`src/rtl/imem_pkg.sv`:
```
// Shared types and constants for the instruction memory and its decoder-side users.
package imem_pkg;

    // Fetch controller states
    typedef enum logic [1:0] {
        CLEAR = 2'd0,
        RUN   = 2'd1,
        PROG  = 2'd2
    } state_t;

    // NOP instruction is all zeros; sized generously and cast down at use
    localparam logic [63:0] NOP_WORD = '0;

    // Opcode field width shared with the decoder
    localparam int OPCODE_W = 4;

endpackage

```
`src/rtl/imem_if.sv`:
```
// Fetch request/response handshake between program counter and instruction memory.
interface imem_if #(
    parameter int ADDR_W = 4,
    parameter int DATA_W = 16
);
    logic              req_valid;
    logic              req_ready;
    logic [ADDR_W-1:0] req_addr;
    logic              rsp_valid;
    logic              rsp_ready;
    logic [DATA_W-1:0] rsp_instr;
    logic              rsp_fault;

    // Requester side (program counter / decoder)
    modport master (
        output req_valid, req_addr, rsp_ready,
        input  req_ready, rsp_valid, rsp_instr, rsp_fault
    );

    // Memory side
    modport slave (
        input  req_valid, req_addr, rsp_ready,
        output req_ready, rsp_valid, rsp_instr, rsp_fault
    );
endinterface

```
`src/rtl/imem_array.sv`:
```
// DEPTH x DATA_W storage: one synchronous write port, one registered read port.
// No reset on the storage or the read register.
module imem_array #(
    parameter int DATA_W = 16,
    parameter int ADDR_W = 4,
    parameter int DEPTH  = 16
) (
    input  logic              clk,
    input  logic              we,
    input  logic [ADDR_W-1:0] waddr,
    input  logic [DATA_W-1:0] wdata,
    input  logic              re,
    input  logic [ADDR_W-1:0] raddr,
    output logic [DATA_W-1:0] rdata
);
    logic [DATA_W-1:0] mem [DEPTH];

    // Write port; caller guarantees waddr < DEPTH when we is high
    always_ff @(posedge clk) begin
        if (we) begin
            mem[waddr] <= wdata;
        end
    end

    // Read port; rdata holds its value until the next enabled read
    always_ff @(posedge clk) begin
        if (re) begin
            rdata <= mem[raddr];
        end
    end
endmodule

```
`src/rtl/imem_fetch.sv`:
```
// Instruction memory with valid/ready fetch port, clear-to-NOP after reset,
// run-time programming mode and out-of-range fault reporting.
module imem_fetch
    import imem_pkg::*;
#(
    parameter int DATA_W = 16,
    parameter int ADDR_W = 4,
    parameter int DEPTH  = 16
) (
    input  logic              clk,
    input  logic              rst_n,
    imem_if.slave             fetch,
    input  logic              prog_en,
    input  logic              prog_we,
    input  logic [ADDR_W-1:0] prog_addr,
    input  logic [DATA_W-1:0] prog_data,
    output logic              busy
);
    localparam logic [ADDR_W:0]   DEPTH_EXT = (ADDR_W + 1)'(DEPTH);
    localparam logic [ADDR_W-1:0] LAST_ADDR = ADDR_W'(DEPTH - 1);
    localparam logic [DATA_W-1:0] NOP       = DATA_W'(NOP_WORD);

    if (DEPTH < 1 || DEPTH > (1 << ADDR_W)) begin : g_bad_depth
        $error("imem_fetch: DEPTH must be within 1..2**ADDR_W");
    end
    if (DATA_W < OPCODE_W) begin : g_bad_width
        $error("imem_fetch: DATA_W too narrow for the opcode field");
    end

    state_t            state;
    logic [ADDR_W-1:0] clr_ptr;
    logic              req_in_range;
    logic              prog_in_range;
    logic              accept;
    logic              mem_we;
    logic [ADDR_W-1:0] mem_waddr;
    logic [DATA_W-1:0] mem_wdata;
    logic [DATA_W-1:0] rd_data;
    logic              rsp_valid_q;
    logic              rsp_fault_q;

    assign req_in_range  = {1'b0, fetch.req_addr} < DEPTH_EXT;
    assign prog_in_range = {1'b0, prog_addr} < DEPTH_EXT;

    // Request acceptance: RUN only, blocked immediately by prog_en, and only
    // when the response slot is empty or draining this cycle
    always_comb begin
        fetch.req_ready = (state == RUN) && !prog_en && (!rsp_valid_q || fetch.rsp_ready);
        accept          = fetch.req_valid && fetch.req_ready;
        busy            = (state != RUN);
    end

    // Controller FSM and clear pointer; clear stops at DEPTH-1, never wraps
    always_ff @(posedge clk or negedge rst_n) begin
        if (!rst_n) begin
            state   <= CLEAR;
            clr_ptr <= '0;
        end else begin
            case (state)
                CLEAR: begin
                    if (clr_ptr == LAST_ADDR) begin
                        state <= RUN;
                    end else begin
                        clr_ptr <= clr_ptr + ADDR_W'(1);
                    end
                end
                RUN: begin
                    if (prog_en) begin
                        state <= PROG;
                    end
                end
                PROG: begin
                    if (!prog_en) begin
                        state <= RUN;
                    end
                end
                default: state <= CLEAR;
            endcase
        end
    end

    // Write source mux: clear pointer writing NOP, or the programming port
    always_comb begin
        mem_we    = 1'b0;
        mem_waddr = clr_ptr;
        mem_wdata = NOP;
        if (state == CLEAR) begin
            mem_we = 1'b1;
        end else if (state == PROG && prog_we && prog_in_range) begin
            mem_we    = 1'b1;
            mem_waddr = prog_addr;
            mem_wdata = prog_data;
        end
    end

    imem_array #(
        .DATA_W (DATA_W),
        .ADDR_W (ADDR_W),
        .DEPTH  (DEPTH)
    ) u_array (
        .clk   (clk),
        .we    (mem_we),
        .waddr (mem_waddr),
        .wdata (mem_wdata),
        .re    (accept && req_in_range),
        .raddr (fetch.req_addr),
        .rdata (rd_data)
    );

    // Response valid/fault register; a held response is left untouched
    always_ff @(posedge clk or negedge rst_n) begin
        if (!rst_n) begin
            rsp_valid_q <= 1'b0;
            rsp_fault_q <= 1'b0;
        end else if (accept) begin
            rsp_valid_q <= 1'b1;
            rsp_fault_q <= !req_in_range;
        end else if (fetch.rsp_ready) begin
            rsp_valid_q <= 1'b0;
        end
    end

    // The read register inside the array is the response data register; it is
    // only reloaded on an accepted in-range fetch, so PROG writes cannot disturb
    // it. Masking here gives NOP on reset, when idle and on faults.
    always_comb begin
        fetch.rsp_valid = rsp_valid_q;
        fetch.rsp_fault = rsp_fault_q;
        fetch.rsp_instr = (rsp_valid_q && !rsp_fault_q) ? rd_data : NOP;
    end
endmodule

```
`src/flat_wrapper.sv`:
```
// flat-port wrapper written by rule: the top's interface ports become plain ports
module imem_fetch_flat import imem_pkg::*;
#(
    parameter int DATA_W = 16,
    parameter int ADDR_W = 4,
    parameter int DEPTH  = 16
)
  (clk, rst_n, prog_en, prog_we, prog_addr, prog_data, busy, fetch_req_valid, fetch_req_addr, fetch_rsp_ready, fetch_req_ready, fetch_rsp_valid, fetch_rsp_instr, fetch_rsp_fault);
  imem_if #(.ADDR_W(ADDR_W), .DATA_W(DATA_W)) fetch_i ();
  input  logic clk;
  input  logic rst_n;
  input  logic prog_en;
  input  logic prog_we;
  input  logic [ADDR_W-1:0] prog_addr;
  input  logic [DATA_W-1:0] prog_data;
  output logic busy;
  input wire logic [$bits(fetch_i.req_valid)-1:0] fetch_req_valid;
  input wire logic [$bits(fetch_i.req_addr)-1:0] fetch_req_addr;
  input wire logic [$bits(fetch_i.rsp_ready)-1:0] fetch_rsp_ready;
  output wire logic [$bits(fetch_i.req_ready)-1:0] fetch_req_ready;
  output wire logic [$bits(fetch_i.rsp_valid)-1:0] fetch_rsp_valid;
  output wire logic [$bits(fetch_i.rsp_instr)-1:0] fetch_rsp_instr;
  output wire logic [$bits(fetch_i.rsp_fault)-1:0] fetch_rsp_fault;
  assign fetch_i.req_valid = fetch_req_valid;
  assign fetch_i.req_addr = fetch_req_addr;
  assign fetch_i.rsp_ready = fetch_rsp_ready;
  assign fetch_req_ready = fetch_i.req_ready;
  assign fetch_rsp_valid = fetch_i.rsp_valid;
  assign fetch_rsp_instr = fetch_i.rsp_instr;
  assign fetch_rsp_fault = fetch_i.rsp_fault;
  imem_fetch #(.DATA_W(DATA_W), .ADDR_W(ADDR_W), .DEPTH(DEPTH)) u_core (.clk(clk), .rst_n(rst_n), .fetch(fetch_i), .prog_en(prog_en), .prog_we(prog_we), .prog_addr(prog_addr), .prog_data(prog_data), .busy(busy));
endmodule
```
`config.mk`:
```
export PLATFORM = sky130hd
export DESIGN_NAME = imem_fetch_flat
export DESIGN_NICKNAME = d
export VERILOG_FILES = /design/src/rtl/imem_pkg.sv /design/src/rtl/imem_if.sv /design/src/rtl/imem_array.sv /design/src/rtl/imem_fetch.sv /design/src/flat_wrapper.sv
export SDC_FILE = /design/constraint.sdc
export NUM_CORES = 1
export LEC_CHECK = 0
export CAP_MARGIN = 10
export CORE_MARGIN = 4
export CORE_UTILIZATION = 64
export CTS_CLUSTER_SIZE = 25
export DETAILED_ROUTE_END_ITERATION = 7
export PLACE_DENSITY = 0.84
export SYNTH_ARGS = -nofsm -noshare
export SYNTH_HDL_FRONTEND = slang
export SYNTH_SLANG_ARGS = --single-unit
```
`constraint.sdc`:
```
create_clock -name clk -period 5.2 [get_ports clk]
set_clock_uncertainty 0.15 [all_clocks]
set_input_delay 1.04 -clock clk [delete_from_list [all_inputs] [get_ports clk]]
set_output_delay 1.04 -clock clk [all_outputs]
set_load 0.005 [all_outputs]
```
==> flow_metrics.tcl <==
set metrics [dict create \
    clkSlewWorstSetupHoldPaths_ns 0.06 \
    combinationalPowerShare_pct 16.4 \
    floorplan.initialDensity_pct 65.2 \
    antennaDiodeCount 0 \
    post_synth_and_or_nand_nor_area_fraction_pct 4.41 \
    dp_cells 769 \
    post_synth_mux_area_share_pct 14.2 \
    complex_gate_fraction_of_the_synthesized_area_pct 2.75 \
    stdcell_count 817 \
    route.final.wire_length_um 25000 \
    design.die.area_um2 19000 \
    tritoncts "yes" \
    postSynthRegisterBits 279 \
    grt_first_pass_wirelength_um 37400 \
    yosysTopAreaCell "edfxtp_1" \
    postRouteAntennaNets 0 \
    route.detailed.drc 0 \
    final.hold.worst_slack_ns 0.424 \
    grt_setup_unrepaired "false" \
    io_buffer_count 48 \
    drt_iter0_markers 682 \
    grt_start_max_net_pins 57 \
    grt_antenna_before_repair 0 \
    synth_largest_type_area_fraction_pct 75.5 \
    net_count_after_synthesis 537 \
    drt_pre_antenna_iters 5 \
    die-width_um 138 \
    yosys_warnings 0 \
    cts.repair.resized 0 \
    seq_power_share_pct 51.1 \
    final_hold_vio_count 0 \
    first_global_vias 5588 \
    intPower_uw 4430 \
    grt_overflow 0 \
    worstPathRequired_ns 4.01 \
    clockPowerShare_pct 32.5 \
    synth_area_leaders "edfxtp_1 76%, mux4_2 13%, a22oi_1 2.2%, and2_1 1.9%, dfrtp_1 1.6%" \
    detailedPlacementHpwl_um 14400 \
    max-clock-path-buffers 3 \
    setup_viol 0 \
    wirelength_per_cell_um 30.6 \
    synthMostInstantiatedCell "edfxtp_1" \
    timing.fmax_mhz 281 \
    switchingPower_uw 1580 \
    ctsHoldBuffers 0 \
    arrival_ns 2.37 \
    finish.net_count 609 \
    layout-drive-gt1-share_pct 25.5 \
    setup-tns-final_ns 0 \
    total_power_density_per_cell_area_nw_per_um2 477 \
    design.core.area_um2 16600 \
    synth-seq-area-share_pct 77.2 \
    power.switching_fraction_pct 26.2 \
    hold_class "reg2reg" \
    slew_viol_final 0 \
    worst_slew_margin_rel_pct 16.4 \
    via_per_inst 6.70 \
    startpoint_class "primary input" \
    synth_xor_area_share_pct 0.162 \
    post-cts-setup-buffers 0 \
    run_status "completed" \
    timing_worst_slew_pin_value_ns 1.25 \
    timing.critical_path.fanout_max 2 \
    largest_family_of_logic_cells_by_synthesized_area "multiplexers" \
    number_of_violations_of_the_max_capacitance_limit 0 \
    io-pin-count 50 \
    crit_path_end_kind "primary output" \
    synth_area_um2 10800 \
    synth-async-reset-ratio_pct 2.51 \
    vias 5476 \
    cts.htree.levels 1 \
    finalCriticalPeriod_ns 3.56 \
    synthFlopType "edfxtp_1" \
    clock_latency_ns 0.53 \
    max-vdd-ir-drop_mv 0.495 \
    floorplan.die.height_um 138 \
    finalCritPeriodShare_pct 68.4 \
    criticalPathCategory "in2out" \
    yosys.area_share.adder_pct 0.116 \
    netlist-cell-type-count 34 \
    cts.sink_count 279 \
    global_route.usage.total_pct 28.0 \
    synth_top_cells_by_count "272 x edfxtp_1, 64 x mux4_2, 33 x and2_1, 32 x a22oi_1" \
    rows 47 \
    number_of_flops_mapped_to_enable_cells_by_yosys 272 \
    cts_inserted_buffers 26 \
    static-leakage-power_uw 0.00409 \
    synthesis.instances 506 \
    synth_area_per_cell_um2 21.4 \
    clockRootBuffer "clkbuf_16" \
    synthToLayoutAreaGrowth_pct 16.5 \
    gp_routability_congestion 0.838 \
]
[metal layers]
metal	track usage, %	wire length, µm	share of wire [%]	vias to the layer above
met5	0	0	0	-
met4	8.78	822	3.3	0
li1	-	-	-	2249
met1	40.4	9340	37	2851
met3	4.72	2180	8.7	49
met2	45.0	12700	51	327
[per-stage QoR]
step                worst slack [ns]  area [µm²]  utilization [%]  power, µW
CTS                             1.66       12600             75.9       6020
floorplan                       1.20       10800                -       3620
detailed placement              1.34       11700             70.5       4060
global route                    1.58       12600             75.9       6210
global placement                1.50       11700             70.5       3990
finish                          1.64       12600             75.9       6010
[state kept, by name, summed over array words and instances, names as in the netlist]
register and flops:
u_core.state 2, u_core.clr_ptr 4, u_core.u_array.mem 256, u_core.u_array.rdata 16, u_core.fetch.rsp_valid 1
[layout by cell type, fill, tap and decap left out, drive strengths merged, types with 2 or more instances in the layout]
master	count
mux2	5
and2	33
clkinv	6
nand2b	5
and3b	2
clkbuf	31
mux4	64
a22oi	32
nand3	2
mux2i	3
edfxtp	272
nand2	16
clkdlybuf4s50	46
nor2	5
clkinvlp	5
nor4	16
buf	25
nor2b	3
dfrtp	7
bufinv	4
[area by class of cell]
class | instances | area (µm²)
Multi-Input combinational cell | 200 | 2440
Tap cell | 220 | 275
Clock inverter | 16 | 193
Fill cell | 859 | 3990
Timing Repair Buffer | 71 | 649
Sequential cell | 279 | 8340
Clock buffer | 31 | 691
[power groups by stage]
stage          Clock [µW]  Sequential, µW  Combinational, µW
6_report             1950            3070                986
5_1_grt              2070            3090               1050
4_1_cts              1960            3070                989
3_5_place_dp            0            3100                961
3_3_place_gp            0            3060                924
2_1_floorplan           0            3040                573
[worst max-delay path, stage by stage]
cell and delay, ns:
clkdlybuf4s50_1 0.45, nand2b_1 0.14, nand2b_1 0.11, nor2_1 0.11, clkdlybuf4s50_1 0.52
[kinds of logic after synthesis]
family / count (synthesis)
buffers and inverters: 27
and+or+nand+nor: 84
xor gates and xnor gates: 2
DFF: 279
adders and majority gates: 1
muxes: 72
AOI/OAI and AO/OA: 40
other: 1
[worst paths after layout]
check / from / slack, ns / depth (start not counted) / endpoint
worst max-delay path: fetch_rsp_ready / 1.64 / 5 / fetch_req_ready
max in group asynchronous: rst_n / 4.00 / 1 / u_core.state[0]
worst min-delay path: u_core.clr_ptr[0] / 0.42 / 1 / u_core.clr_ptr[0]
worst min register to register: u_core.clr_ptr[0] / 0.42 / 1 / u_core.clr_ptr[0]
worst max register to register: u_core.state[1] / 2.20 / 5 / u_core.u_array.mem[6][3]
min in group asynchronous: rst_n / 0.64 / 1 / u_core.clr_ptr[0]
(Power assumes the default switching activity.)
==> edit 1 (same settings) <==
The 3 states of `state_t` get a one-hot encoding in 3 bits.
--- a/src/rtl/imem_pkg.sv
+++ b/src/rtl/imem_pkg.sv
@@ -2,10 +2,10 @@
 package imem_pkg;
 
     // Fetch controller states
-    typedef enum logic [1:0] {
-        CLEAR = 2'd0,
-        RUN   = 2'd1,
-        PROG  = 2'd2
+    typedef enum logic [2:0] {
+        CLEAR = 3'b001,
+        RUN   = 3'b010,
+        PROG  = 3'b100
     } state_t;
 
     // NOP instruction is all zeros; sized generously and cast down at use
Check against the original RTL: same outputs for any inputs over 10 cycles, from zero or initial values and one cycle with rst_n low; not proved beyond that.
==> edit 1 against the original RTL <==
Wire length increased by 0.56%; synthesized area increased by 1.7%; critical path type unchanged; via count increased by 4.6%; cell area increased by 1.0%; sequential cell count increased by 1; non-clock buffer count unchanged; total power decreased by 7.3%; critical endpoint unchanged; worst hold slack got worse by 0.013 ns; setup slack improved by 0.0039 ns.
==> edit 1: results (changes against the original RTL) <==
Status
  – Run status: completed (unchanged)

Yosys
  – Sequential fraction of the synthesis area: 0.761 (was 0.772)
  – Adder-Cell Fraction of Synth Area: 0.00114 (was 0.00116)
  – Dominant cells by area after synthesis: edfxtp_1, mux4_2, mux4_1, a22oi_1, and2_1 (was edfxtp_1, mux4_2, a22oi_1, and2_1, dfrtp_1)
  – Post-synthesis mux area share: 0.142 (about the same)
  – Most instantiated cells after synthesis: edfxtp_1, mux4_2, and2_1 (unchanged)
  – Post-Synth XOR/XNOR Area: 0.00239 (was 0.00162)
  – Synthesized net count: 555 (was 537)
  – Synth async-reset ratio: 0.0286 (was 0.0251)
  – Post-synthesis cell type count: 42 (was 34)
  – Synth Area in Compound Gates: 0.0270 (was 0.0275)
  – Syn_area_per_cell: 21.0 um^2 (was 21.4 um^2)

Place
  – Placed cell count: 786 (was 769)
  – Routability cong.: 0.798 (was 0.838)
  – Post-DP HPWL: 14,400 um (about the same)
  – Placement Setup Slack: 1.44 ns (was 1.34 ns)

Timing
  – Relative slew margins: 0.142 (was 0.164)
  – Max Clk Rate: 0.282 GHz (was 0.281 GHz)
  – Hold_ws: 0.410 ns (was 0.424 ns)

Worst setup path
  – Worst-path fanout max: 5 (was 2)
  – Crit. Startpoint: prog_en (was fetch_rsp_ready)
  – R2R Path End: u_core.u_array.mem[15][6]$_DFFE_PP_ (was u_core.u_array.mem[6][3]$_DFFE_PP_)
  – Worst reg-to-reg setup slack: 2.35 ns (was 2.20 ns)

Global route
  – Met3 Use GR: 0.0493 (was 0.0472)
  – GRT Total Usage: 0.266 (was 0.280)
  – Met2 Use GR: 0.412 (was 0.450)
  – Largest net degree at the start of global routing: 65 (was 57)
  – Met1 Resource Use GR: 0.392 (was 0.404)
  – Vias in the first global route: 5,809 (was 5,588)

Worst hold path
  – Hold Startpoint: u_core.clr_ptr[3]$_DFFE_PN0N_ (was u_core.clr_ptr[0]$_DFFE_PN0P_)
  – Hold path endpoint: u_core.clr_ptr[3]$_DFFE_PN0N_ (was u_core.clr_ptr[0]$_DFFE_PN0P_)

Pwr
  – Sw Pwr: 0.00139 W (was 0.00158 W)
  – Pleak: 4.35 nW (was 4.09 nW)
  – VDD IR-drop max: 0.000315 V (was 0.000495 V)

Routing
  – Avg WL per Cell: 30.2 um (was 30.6 um)
  – Met2 WL: 12,100 um (was 12,700 um)
  – Vias per cell: 6.87 (was 6.70)
  – Met3 wire len: 2640 um (was 2180 um)
  – Iter 0 DRT Violations: 762 (was 682)

Layout
  – Final nets: 625 (was 609)
  – Layout cell share with drive strength beyond 1: 0.227 (was 0.255)
  – # fillers: 853 (was 859)
-- edit 1: worst max-delay path, stage by stage --
cell,delay [ns]
clkdlybuf4s50_1,0.47
nor4_1,0.30
clkdlybuf4s50_1,0.55
-- edit 1: logic make-up (layout without fill, tap and decap cells) --
logic type,count (synthesis),count (layout)
multiplexers,71,71
other,1,1
XOR/XNOR,3,3
AO/OA/AOI/OAI,40,40
AND/OR/NAND/NOR,99,99
buffers and inverters,29,118
flip-flops,280,280
adder cells (fa/ha/maj),1,1
-- edit 1: final cells by class --
type	instances	area, um^2	area share
sequential	280	8370	0.658
multi-input combinational	215	2550	0.201
clock buffer	31	691	0.0543
timing repair buffer	71	658	0.0517
tap	220	275	0.0216
clock inverter	16	178	0.0140
-- edit 1: power by group through the flow --
stage               clock network, W  registers [W]  logic, W
floorplan                          0        0.00286  0.000458
global placement                   0        0.00288  0.000700
detailed placement                 0        0.00290  0.000735
CTS                          0.00195        0.00287  0.000760
global route                 0.00207        0.00289  0.000811
finish                       0.00194        0.00287  0.000760
==> edit 2 (same settings) <==
Without the edit above. `DATA_W` is set to 16 in 4 places; all go to 14.
--- a/src/rtl/imem_if.sv
+++ b/src/rtl/imem_if.sv
@@ -1,7 +1,7 @@
 // Fetch request/response handshake between program counter and instruction memory.
 interface imem_if #(
     parameter int ADDR_W = 4,
-    parameter int DATA_W = 16
+    parameter int DATA_W = 14
 );
     logic              req_valid;
     logic              req_ready;
--- a/src/rtl/imem_array.sv
+++ b/src/rtl/imem_array.sv
@@ -1,7 +1,7 @@
 // DEPTH x DATA_W storage: one synchronous write port, one registered read port.
 // No reset on the storage or the read register.
 module imem_array #(
-    parameter int DATA_W = 16,
+    parameter int DATA_W = 14,
     parameter int ADDR_W = 4,
     parameter int DEPTH  = 16
 ) (
--- a/src/rtl/imem_fetch.sv
+++ b/src/rtl/imem_fetch.sv
@@ -3,7 +3,7 @@
 module imem_fetch
     import imem_pkg::*;
 #(
-    parameter int DATA_W = 16,
+    parameter int DATA_W = 14,
     parameter int ADDR_W = 4,
     parameter int DEPTH  = 16
 ) (
--- a/src/flat_wrapper.sv
+++ b/src/flat_wrapper.sv
@@ -1,7 +1,7 @@
 // flat-port wrapper written by rule: the top's interface ports become plain ports
 module imem_fetch_flat import imem_pkg::*;
 #(
-    parameter int DATA_W = 16,
+    parameter int DATA_W = 14,
     parameter int ADDR_W = 4,
     parameter int DEPTH  = 16
 )
Interface: changed (resized fetch_rsp_instr and prog_data); port bits go from 50 to 46. The function was not compared with the original's and may differ.
==> edit 2 against the original RTL <==
Wire length decreased by 10%; synthesized area fell by 12%; sequential cell count is 34 lower; cell count down 12%; cell area down 12%; total power is 10% lower; setup slack worse by 0.068 ns; global-route usage down 0.096 points; worst hold slack improved by 0.0027 ns; via count shrank 8.8%; first-iteration DRC count is 2.3% lower; critical endpoint is now u_core.u_array.mem[11][6]$_DFFE_PP_; largest cell class unchanged; highest routed layer unchanged.
==> edit 2: results (changes against the original RTL) <==
Routing
  – WL final: 22,400 um (was 25,000 um)
  – DR vias: 4,996 (was 5,476)
  – Met3 wire len: 2260 um (was 2180 um)
  – Avg WL per Cell: 31.3 um (was 30.6 um)
  – Met2 WL: 11,100 um (was 12,700 um)
  – Iter 0 DRT Violations: 666 (was 682)
  – WL met1: 7990 um (was 9340 um)

Yosys
  – Synth Area in Compound Gates: 0.0281 (was 0.0275)
  – Most instantiated cells after synthesis: edfxtp_1, mux4_2, a22oi_1, and2_1, nor4_1 (was edfxtp_1, mux4_2, and2_1)
  – Synth async-reset ratio: 0.0286 (was 0.0251)
  – Sequential fraction of the synthesis area: 0.768 (was 0.772)

Global route
  – Vias in the first global route: 5,055 (was 5,588)
  – GRT Total Usage: 0.279 (was 0.280)

Layout
  – Layout cell share with drive strength beyond 1: 0.253 (was 0.255)
  – # fillers: 679 (was 859)

Status
  – Run status: completed (unchanged)

Place
  – Placed Area: 10,300 um^2 (was 11,700 um^2)
  – Routability cong.: 0.855 (was 0.838)
  – IO buf count: 44 (was 48)
  – Post-DP HPWL: 12,800 um (was 14,400 um)
  – Placement Setup Slack: 1.20 ns (was 1.34 ns)

Timing
  – Crit share post-route: 0.697 (was 0.684)
  – Relative slew margins: 0.182 (was 0.164)

Worst setup path
  – Crit. Startpoint: prog_we (was fetch_rsp_ready)
  – Worst Setup EP: u_core.u_array.mem[11][6]$_DFFE_PP_ (was fetch_req_ready)
-- edit 2: changes by cell type in the layout (fill, tap and decap cells not counted), sizes merged --
cell / delta
buf: -4
a22oi: -4
mux4: -8
edfxtp: -34
clkinvlp: -3
clkdlybuf4s50: -4
bufinv: -1
clkinv: +1
nand2: -2
inv: -1
and2: -4
-- edit 2: per-stage QoR --
stage | power [W] | hold slack, ns
after floorplan | 0.00320 | 0.356
after global placement | 0.00354 | 0.408
after detailed placement | 0.00361 | 0.411
after CTS | 0.00539 | 0.423
after global routing | 0.00557 | 0.437
final | 0.00539 | 0.426
-- edit 2: logic make-up after synthesis --
kind of cell	count (synthesis)
other	1
flip-flops	245
buffers and inverters	21
multiplexers	64
XOR/XNOR	2
adder cells (fa/ha/maj)	1
AO/OA/AOI/OAI	36
AND/OR/NAND/NOR	78
-- edit 2: final cells by class --
type	instances	share of cell area
clock buffers	31	0.0600
multi-input cells	182	0.198
repair buffers	63	0.0517
well taps	184	0.0207
clock inverters	12	0.0122
flip-flops and latches	245	0.658
-- edit 2: power by group through the flow --
stage | Sequential [W] | Combinational (W) | Clock (W)
floorplan | 0.00267 | 0.000526 | 0
global placement | 0.00271 | 0.000834 | 0
detailed placement | 0.00273 | 0.000883 | 0
CTS | 0.00271 | 0.000913 | 0.00177
global route | 0.00273 | 0.000969 | 0.00187
finish | 0.00271 | 0.000920 | 0.00175
-- edit 2: critical path, cell delays in order --
cell             delay [ns]
clkdlybuf4s50_1        0.49
and3b_1                0.72
mux2i_1                1.05
nor4_2                 0.15
buf_4                  0.27
-- edit 2: layer usage --
metal | vias to the layer above | global-route usage
li1 | 2000 | -
met1 | 2566 | 0.387
met2 | 373 | 0.441
met3 | 57 | 0.0491
met4 | 0 | 0.133
met5 | - | 0
